### src/rtl/pc_pkg.sv
// Package shared by the next-PC unit.
// Holds the redirect class codes (ordered so that a numerically larger code
// wins), the class width, default increment/vector constants, and the helper
// that turns the raw request strobes into a single live redirect class.
package pc_pkg;

  localparam int CLS_W = 2;

  typedef enum logic [CLS_W-1:0] {
    CLS_SEQ    = 2'd0,
    CLS_JUMP   = 2'd1,
    CLS_BRANCH = 2'd2,
    CLS_EXC    = 2'd3
  } redir_cls_e;

  localparam int          DEF_ADDR_W       = 32;
  localparam int unsigned DEF_INC          = 4;
  localparam logic [31:0] DEF_RESET_VECTOR = 32'h0000_0000;
  localparam logic [31:0] DEF_EXC_VECTOR   = 32'h0000_0080;

  // Highest-priority live request; CLS_SEQ when nothing is requested.
  function automatic redir_cls_e live_class(input logic exc, input logic br,
                                            input logic jmp);
    redir_cls_e c;
    c = CLS_SEQ;
    if (exc)      c = CLS_EXC;
    else if (br)  c = CLS_BRANCH;
    else if (jmp) c = CLS_JUMP;
    return c;
  endfunction

endpackage

### src/rtl/mod_pc_next_unit_if.sv
// Fetch-side bus of the next-PC unit.
// Requests and stall flow from the pipeline (master) into the unit (slave);
// the fetch address, PC+INC, valid and pending flag flow back.
//   stall_in, exc_valid, branch_taken, branch_address, jump_valid,
//   jump_address          : master -> slave
//   pc_out, pc_plus_inc, pc_valid, redirect_pending : slave -> master
interface mod_pc_next_unit_if #(
  parameter int ADDR_W = 32
);

  logic              stall_in;
  logic              exc_valid;
  logic              branch_taken;
  logic [ADDR_W-1:0] branch_address;
  logic              jump_valid;
  logic [ADDR_W-1:0] jump_address;
  logic [ADDR_W-1:0] pc_out;
  logic [ADDR_W-1:0] pc_plus_inc;
  logic              pc_valid;
  logic              redirect_pending;

  modport master (
    output stall_in, exc_valid, branch_taken, branch_address,
           jump_valid, jump_address,
    input  pc_out, pc_plus_inc, pc_valid, redirect_pending
  );

  modport slave (
    input  stall_in, exc_valid, branch_taken, branch_address,
           jump_valid, jump_address,
    output pc_out, pc_plus_inc, pc_valid, redirect_pending
  );

endinterface

### src/rtl/mod_pc_redirect_hold.sv
// Pending-redirect buffer for the next-PC unit.
// While stalled it captures the live redirect when the buffer is empty or the
// live class is at least as high as the buffered one (equal class keeps the
// newest target). When not stalled it arbitrates buffered vs live redirect
// (strictly higher buffered class wins, otherwise live) and empties itself.
// Ports:
//   clk, reset          : clock, synchronous active-high reset
//   stall               : fetch stalled this cycle
//   live_cls, live_tgt  : current highest-priority request and its target
//   pend_vld            : buffer holds a redirect
//   sel_vld, sel_tgt    : unstalled cycle has a redirect to apply, and where
module mod_pc_redirect_hold
  import pc_pkg::*;
#(
  parameter int ADDR_W = 32
) (
  input  logic              clk,
  input  logic              reset,
  input  logic              stall,
  input  redir_cls_e        live_cls,
  input  logic [ADDR_W-1:0] live_tgt,
  output logic              pend_vld,
  output logic              sel_vld,
  output logic [ADDR_W-1:0] sel_tgt
);

  logic              pend_vld_q, pend_vld_d;
  redir_cls_e        pend_cls_q, pend_cls_d;
  logic [ADDR_W-1:0] pend_tgt_q, pend_tgt_d;
  logic              live_req;

  assign live_req = (live_cls != CLS_SEQ);

  always_comb begin
    pend_vld_d = pend_vld_q;
    pend_cls_d = pend_cls_q;
    pend_tgt_d = pend_tgt_q;
    sel_vld    = 1'b0;
    sel_tgt    = live_tgt;
    if (stall) begin
      if (live_req && (!pend_vld_q || (live_cls >= pend_cls_q))) begin
        pend_vld_d = 1'b1;
        pend_cls_d = live_cls;
        pend_tgt_d = live_tgt;
      end
    end else begin
      pend_vld_d = 1'b0;
      pend_cls_d = CLS_SEQ;
      if (pend_vld_q && (pend_cls_q > live_cls)) begin
        sel_vld = 1'b1;
        sel_tgt = pend_tgt_q;
      end else if (live_req) begin
        sel_vld = 1'b1;
        sel_tgt = live_tgt;
      end
    end
  end

  // Stage p0: pending control state
  always_ff @(posedge clk) begin
    if (reset) begin
      pend_vld_q <= 1'b0;
      pend_cls_q <= CLS_SEQ;
    end else begin
      pend_vld_q <= pend_vld_d;
      pend_cls_q <= pend_cls_d;
    end
  end

  // Target is only meaningful while pend_vld_q is set, so it needs no reset.
  always_ff @(posedge clk) begin
    pend_tgt_q <= pend_tgt_d;
  end

  assign pend_vld = pend_vld_q;

endmodule

### src/rtl/mod_pc_next_unit.sv
// Next-PC unit for the fetch stage.
// Holds the program counter, picks the next fetch address from exception,
// branch, jump or sequential sources, and defers redirects seen during a
// stall through mod_pc_redirect_hold until the stall releases.
// Ports:
//   clk, reset : clock, synchronous active-high reset (overrides everything)
//   bus        : slave side of mod_pc_next_unit_if (requests in, PC out)
module mod_pc_next_unit
  import pc_pkg::*;
#(
  parameter int                ADDR_W       = DEF_ADDR_W,
  parameter int unsigned       INC          = DEF_INC,
  parameter logic [ADDR_W-1:0] RESET_VECTOR = ADDR_W'(DEF_RESET_VECTOR),
  parameter logic [ADDR_W-1:0] EXC_VECTOR   = ADDR_W'(DEF_EXC_VECTOR)
) (
  input logic               clk,
  input logic               reset,
  mod_pc_next_unit_if.slave bus
);

  // Sequential step wraps modulo 2^ADDR_W with no carry-out.
  function automatic logic [ADDR_W-1:0] wrap_add(input logic [ADDR_W-1:0] a);
    return a + ADDR_W'(INC);
  endfunction

  logic [ADDR_W-1:0] pc_q, pc_d;
  logic              pc_valid_q, pc_valid_d;
  redir_cls_e        live_cls;
  logic [ADDR_W-1:0] live_tgt;
  logic              pend_vld;
  logic              sel_vld;
  logic [ADDR_W-1:0] sel_tgt;

  always_comb begin
    live_cls = live_class(bus.exc_valid, bus.branch_taken, bus.jump_valid);
    live_tgt = '0;
    case (live_cls)
      CLS_EXC:    live_tgt = EXC_VECTOR;
      CLS_BRANCH: live_tgt = bus.branch_address;
      CLS_JUMP:   live_tgt = bus.jump_address;
      default:    live_tgt = '0;
    endcase
  end

  mod_pc_redirect_hold #(
    .ADDR_W (ADDR_W)
  ) u_hold (
    .clk      (clk),
    .reset    (reset),
    .stall    (bus.stall_in),
    .live_cls (live_cls),
    .live_tgt (live_tgt),
    .pend_vld (pend_vld),
    .sel_vld  (sel_vld),
    .sel_tgt  (sel_tgt)
  );

  always_comb begin
    pc_d       = pc_q;
    pc_valid_d = 1'b1;
    if (!bus.stall_in) begin
      if (sel_vld) pc_d = sel_tgt;
      else         pc_d = wrap_add(pc_q);
    end
  end

  // Stage p0: program counter register
  always_ff @(posedge clk) begin
    if (reset) begin
      pc_q       <= RESET_VECTOR;
      pc_valid_q <= 1'b0;
    end else begin
      pc_q       <= pc_d;
      pc_valid_q <= pc_valid_d;
    end
  end

  assign bus.pc_out           = pc_q;
  assign bus.pc_plus_inc      = wrap_add(pc_q);
  assign bus.pc_valid         = pc_valid_q;
  assign bus.redirect_pending = pend_vld;

endmodule

### src/flat_wrapper.sv
// flat-port wrapper written by rule: the top's interface ports become plain ports
module mod_pc_next_unit_flat import pc_pkg::*;
#(
  parameter int                ADDR_W       = DEF_ADDR_W,
  parameter int unsigned       INC          = DEF_INC,
  parameter logic [ADDR_W-1:0] RESET_VECTOR = ADDR_W'(DEF_RESET_VECTOR),
  parameter logic [ADDR_W-1:0] EXC_VECTOR   = ADDR_W'(DEF_EXC_VECTOR)
)
  (clk, reset, bus_stall_in, bus_exc_valid, bus_branch_taken, bus_branch_address, bus_jump_valid, bus_jump_address, bus_pc_out, bus_pc_plus_inc, bus_pc_valid, bus_redirect_pending);
  mod_pc_next_unit_if #(.ADDR_W(ADDR_W)) bus_i ();
  input logic clk;
  input logic reset;
  input wire logic [$bits(bus_i.stall_in)-1:0] bus_stall_in;
  input wire logic [$bits(bus_i.exc_valid)-1:0] bus_exc_valid;
  input wire logic [$bits(bus_i.branch_taken)-1:0] bus_branch_taken;
  input wire logic [$bits(bus_i.branch_address)-1:0] bus_branch_address;
  input wire logic [$bits(bus_i.jump_valid)-1:0] bus_jump_valid;
  input wire logic [$bits(bus_i.jump_address)-1:0] bus_jump_address;
  output wire logic [$bits(bus_i.pc_out)-1:0] bus_pc_out;
  output wire logic [$bits(bus_i.pc_plus_inc)-1:0] bus_pc_plus_inc;
  output wire logic [$bits(bus_i.pc_valid)-1:0] bus_pc_valid;
  output wire logic [$bits(bus_i.redirect_pending)-1:0] bus_redirect_pending;
  assign bus_i.stall_in = bus_stall_in;
  assign bus_i.exc_valid = bus_exc_valid;
  assign bus_i.branch_taken = bus_branch_taken;
  assign bus_i.branch_address = bus_branch_address;
  assign bus_i.jump_valid = bus_jump_valid;
  assign bus_i.jump_address = bus_jump_address;
  assign bus_pc_out = bus_i.pc_out;
  assign bus_pc_plus_inc = bus_i.pc_plus_inc;
  assign bus_pc_valid = bus_i.pc_valid;
  assign bus_redirect_pending = bus_i.redirect_pending;
  mod_pc_next_unit #(.ADDR_W(ADDR_W), .INC(INC), .RESET_VECTOR(RESET_VECTOR), .EXC_VECTOR(EXC_VECTOR)) u_core (.clk(clk), .reset(reset), .bus(bus_i));
endmodule
### config.mk
export PLATFORM = sky130hd
export DESIGN_NAME = mod_pc_next_unit_flat
export DESIGN_NICKNAME = d
export VERILOG_FILES = /design/src/rtl/pc_pkg.sv /design/src/rtl/mod_pc_next_unit_if.sv /design/src/rtl/mod_pc_redirect_hold.sv /design/src/rtl/mod_pc_next_unit.sv /design/src/flat_wrapper.sv
export SDC_FILE = /design/constraint.sdc
export NUM_CORES = 1
export LEC_CHECK = 0
export ABC_AREA = 1
export BUFFER_PORTS_ARGS = -buffer_cell sky130_fd_sc_hd__buf_2
export CAP_MARGIN = 15
export CORE_MARGIN = 3
export CORE_UTILIZATION = 56
export DETAILED_ROUTE_END_ITERATION = 10
export PLACE_DENSITY = 0.86
export SYNTH_ARGS = -nofsm -noshare
export SYNTH_HDL_FRONTEND = slang
export SYNTH_SLANG_ARGS = --single-unit
### constraint.sdc
create_clock -name clk -period 10.4 [get_ports clk]
set_input_delay 1.04 -clock clk [delete_from_list [all_inputs] [get_ports clk]]
set_output_delay 1.04 -clock clk [all_outputs]
set_load 0.01 [all_outputs]
==> metrics.yaml <==
grt_start_max_net_pins: 39
slowest_stage: "a21boi_1"
ant_nets: 0
fin_crit_sh_pct: 38.21
post_cts_buffers: 0
clk_latency_ns: 0.34
clock_sinks: 68
r2r-end: "u_core.bus.pc_out[10]"
required_ns: 10.67
synth_cell_types: 31
synth_area_um2: 4302
final-hold-violation-count: 0
clockBufferDepth: 2
initial_utilization_pct: 58.37
slew_headroom_pct: 42.10
rrSetupSlack_ns: 7.55
root_buffer: "clkbuf_8"
leakagePower_nw: 2.513
drv_cap: 0
grt_usage_pct: 29.75
io_buffer_count: 135
grt_antenna_before_repair: 0
setup_viol_count_final: 0
fin_nets: 850
yosysTopAreaCellShare_pct: 24.69
ys_seq_elements: 68
ioPinCount: 136
worst_pin_slew_ns: 0.8675
cts_buffers: 9
synth_ff_type: "dfxtp_1"
endpoint: "u_core.bus.pc_out[10]"
cp_top_family: "simple AND/OR/NAND/NOR gates"
h-tree-depth: 3
path_max_fanout: 38
dr.pass1.iters: 6
drc: 0
die_height_um: 93.65
cp_slowest_stage_delay_ns: 0.68
ir_drop_uv: 77.15
first_iter_violations: 321
setup_tns_ns: 0
period_needed_ns: 3.974
slew_viol_final: 0
cts_tree: "built"
dieArea_um2: 8769
grt_setup_unrepaired: "false"
cpMostUsedCell: "nand2_1"
die-width_um: 93.65
syn_to_final_growth_pct: 20.68
total_power_mw: 0.6723
hpwl_mm: 9.808
synth_edf_count: 32
finalClockSkew_ns: 0.007007
startpoint_type: "input port"
path_cells: "buf_2, nor2_1, ha_1, a21boi_1, nand2_1, buf_4, nand2_2, inv_2, nand2_1, o21ai_0, a21oi_1"
crit_type: "input port to register"
synthArstFlopShare_pct: 0
coreArea_um2: 7370
min_path_type: "register to register"
grt_pass1_wl_mm: 20.63
postCtsHoldBufs: 0
worstSetupEndpointType: "register"
synth_top_cell_by_area: "nand2_1"
crit_buf_inv: 3
cp_num_cells: 11
rr_worst_depth: 9
routed_wl_mm: 12.85
seq_area_frac_synth_pct: 39.09
gp_congestion: 0.9664
fin_ws_ns: 6.426
syn-num-nets: 730
powerDensity_nw_per_um2: 129.5
cts.clk_slew.worst_paths_ns: 0.07
netlist_instances: 657
grt.overflow.total: 0
dp_slack_ns: 6.137
status: "complete, no violations"
diodes: 0
dr_total_vias: 4804
yosysWarnings: 0
synthTopCellsByArea: "nand2_1 25%, edfxtp_1 22%, dfxtp_1 17%"
synth_common_cells: "283 x nand2_1, 60 x nor2_1, 57 x a21oi_1, 39 x nand3_1, 36 x dfxtp_1"
syn_avg_cell_area_um2: 6.547
synth.most_common_cell: "nand2_1"
crit_path_start: "bus_branch_taken"
grt_pass1_vias: 4390
fillerInstances: 647
fmax_mhz: 251.7
wl_per_cell_um: 14.59
drive_above_1_share_pct: 22.89
row_count: 31
rr_startpoint: "u_core.u_hold.pend_cls_q[1]"
cts_resized: 0
via_per_inst: 5.453
cp.arrival_ns: 4.25
report_power, final:
| group | total, mW | switching [mW] | internal (mW) | leakage (nW) |
|---|---|---|---|---|
| sequential | 0.316 | 0.0163 | 0.299 | 0.627 |
| clock | 0.239 | 0.104 | 0.135 | 0.104 |
| combinational | 0.117 | 0.0740 | 0.0431 | 1.78 |
| total | 0.672 | 0.195 | 0.478 | 2.51 |
routing by layer:
layer  share of wire, %  vias to the layer above  track usage [%]
met5                  0                        -                0
met4                2.6                        0            10.59
met3                8.3                       33            6.114
met2                 47                      224            48.00
met1                 43                     2190            39.62
li1                   -                     2357                -
final cells by class:
type	instances	area, µm²	share of cell area, %
clock buffers	10	127.6	2.458
clock inverters	6	88.84	1.711
inverters	42	157.7	3.037
multi-input cells	518	2313	44.56
flip-flops and latches	68	1682	32.39
well taps	99	123.9	2.386
repair buffers	138	698.2	13.45
stage by stage:
step | cell area (µm²) | hold slack, ns | util (%) | cells
after floorplan | 4302 | 0.4360 | - | 657
after CTS | 5191 | 0.4685 | 70.44 | 881
after global placement | 4975 | 0.4509 | 67.50 | 865
after detailed placement | 4975 | 0.4572 | 67.50 | 865
final | 5191 | 0.4697 | 70.44 | 881
after global routing | 5191 | 0.4880 | 70.44 | 881
sequential cells by signal (all words and copies together), names as in the netlist:
signal and flops:
u_core.bus.pc_out 32, u_core.bus.pc_valid 1, u_core.u_hold.pend_cls_q 2, u_core.u_hold.pend_tgt_q 32
u_core.u_hold.pend_vld 1
tightest hold or removal path: cells and delay by family (launching register included):
family,cells,cell delay (ns)
flip-flops,1,0.32
AND/OR/NAND/NOR,1,0.06
AO/OA/AOI/OAI,1,0.05
how the worst min path moves through the flow:
stage / endpoint / start / slack [ns] / cells past startpoint
floorplan: u_core.u_hold.pend_cls_q[0] / u_core.u_hold.pend_cls_q[0] / 0.44 / 2
global placement: u_core.u_hold.pend_cls_q[0] / u_core.u_hold.pend_cls_q[0] / 0.45 / 2
detailed placement: u_core.u_hold.pend_cls_q[0] / u_core.u_hold.pend_cls_q[0] / 0.46 / 2
CTS: u_core.u_hold.pend_cls_q[0] / u_core.u_hold.pend_cls_q[0] / 0.47 / 2
global route: u_core.u_hold.pend_cls_q[0] / u_core.u_hold.pend_cls_q[0] / 0.49 / 2
finish: u_core.u_hold.pend_cls_q[0] / u_core.u_hold.pend_cls_q[0] / 0.47 / 2
cell families after synthesis:
kind of cell    share of synthesized area, %
simple gates                           39.62
compound gates                         11.43
buf+inv                                7.184
flops                                  39.09
xor+xnor                               1.804
fa+ha+maj                             0.8727
layout by cell type (no fill, tap or decap), types with 2 or more instances in the layout:
master,netlist,routed
xor2_1,5,5
and2_1,2,2
nand3b_1,12,12
edfxtp_1,32,32
inv_2,8,8
clkinv_1,1,2
a21oi_1,57,57
buf_2,13,135
nor2_1,60,59
clkbuf_8,0,9
buf_4,5,3
dfxtp_1,36,36
nand2_2,5,5
o21ai_0,27,27
o21ai_1,7,7
inv_1,33,33
xnor2_1,2,2
nand3_1,39,39
nand2_1,283,283
nor2_2,6,7
clkinv_4,0,2
nor2_4,3,3
ha_1,3,3
bufinv_16,0,2
Note: power is estimated with default switching activity, not from simulation.
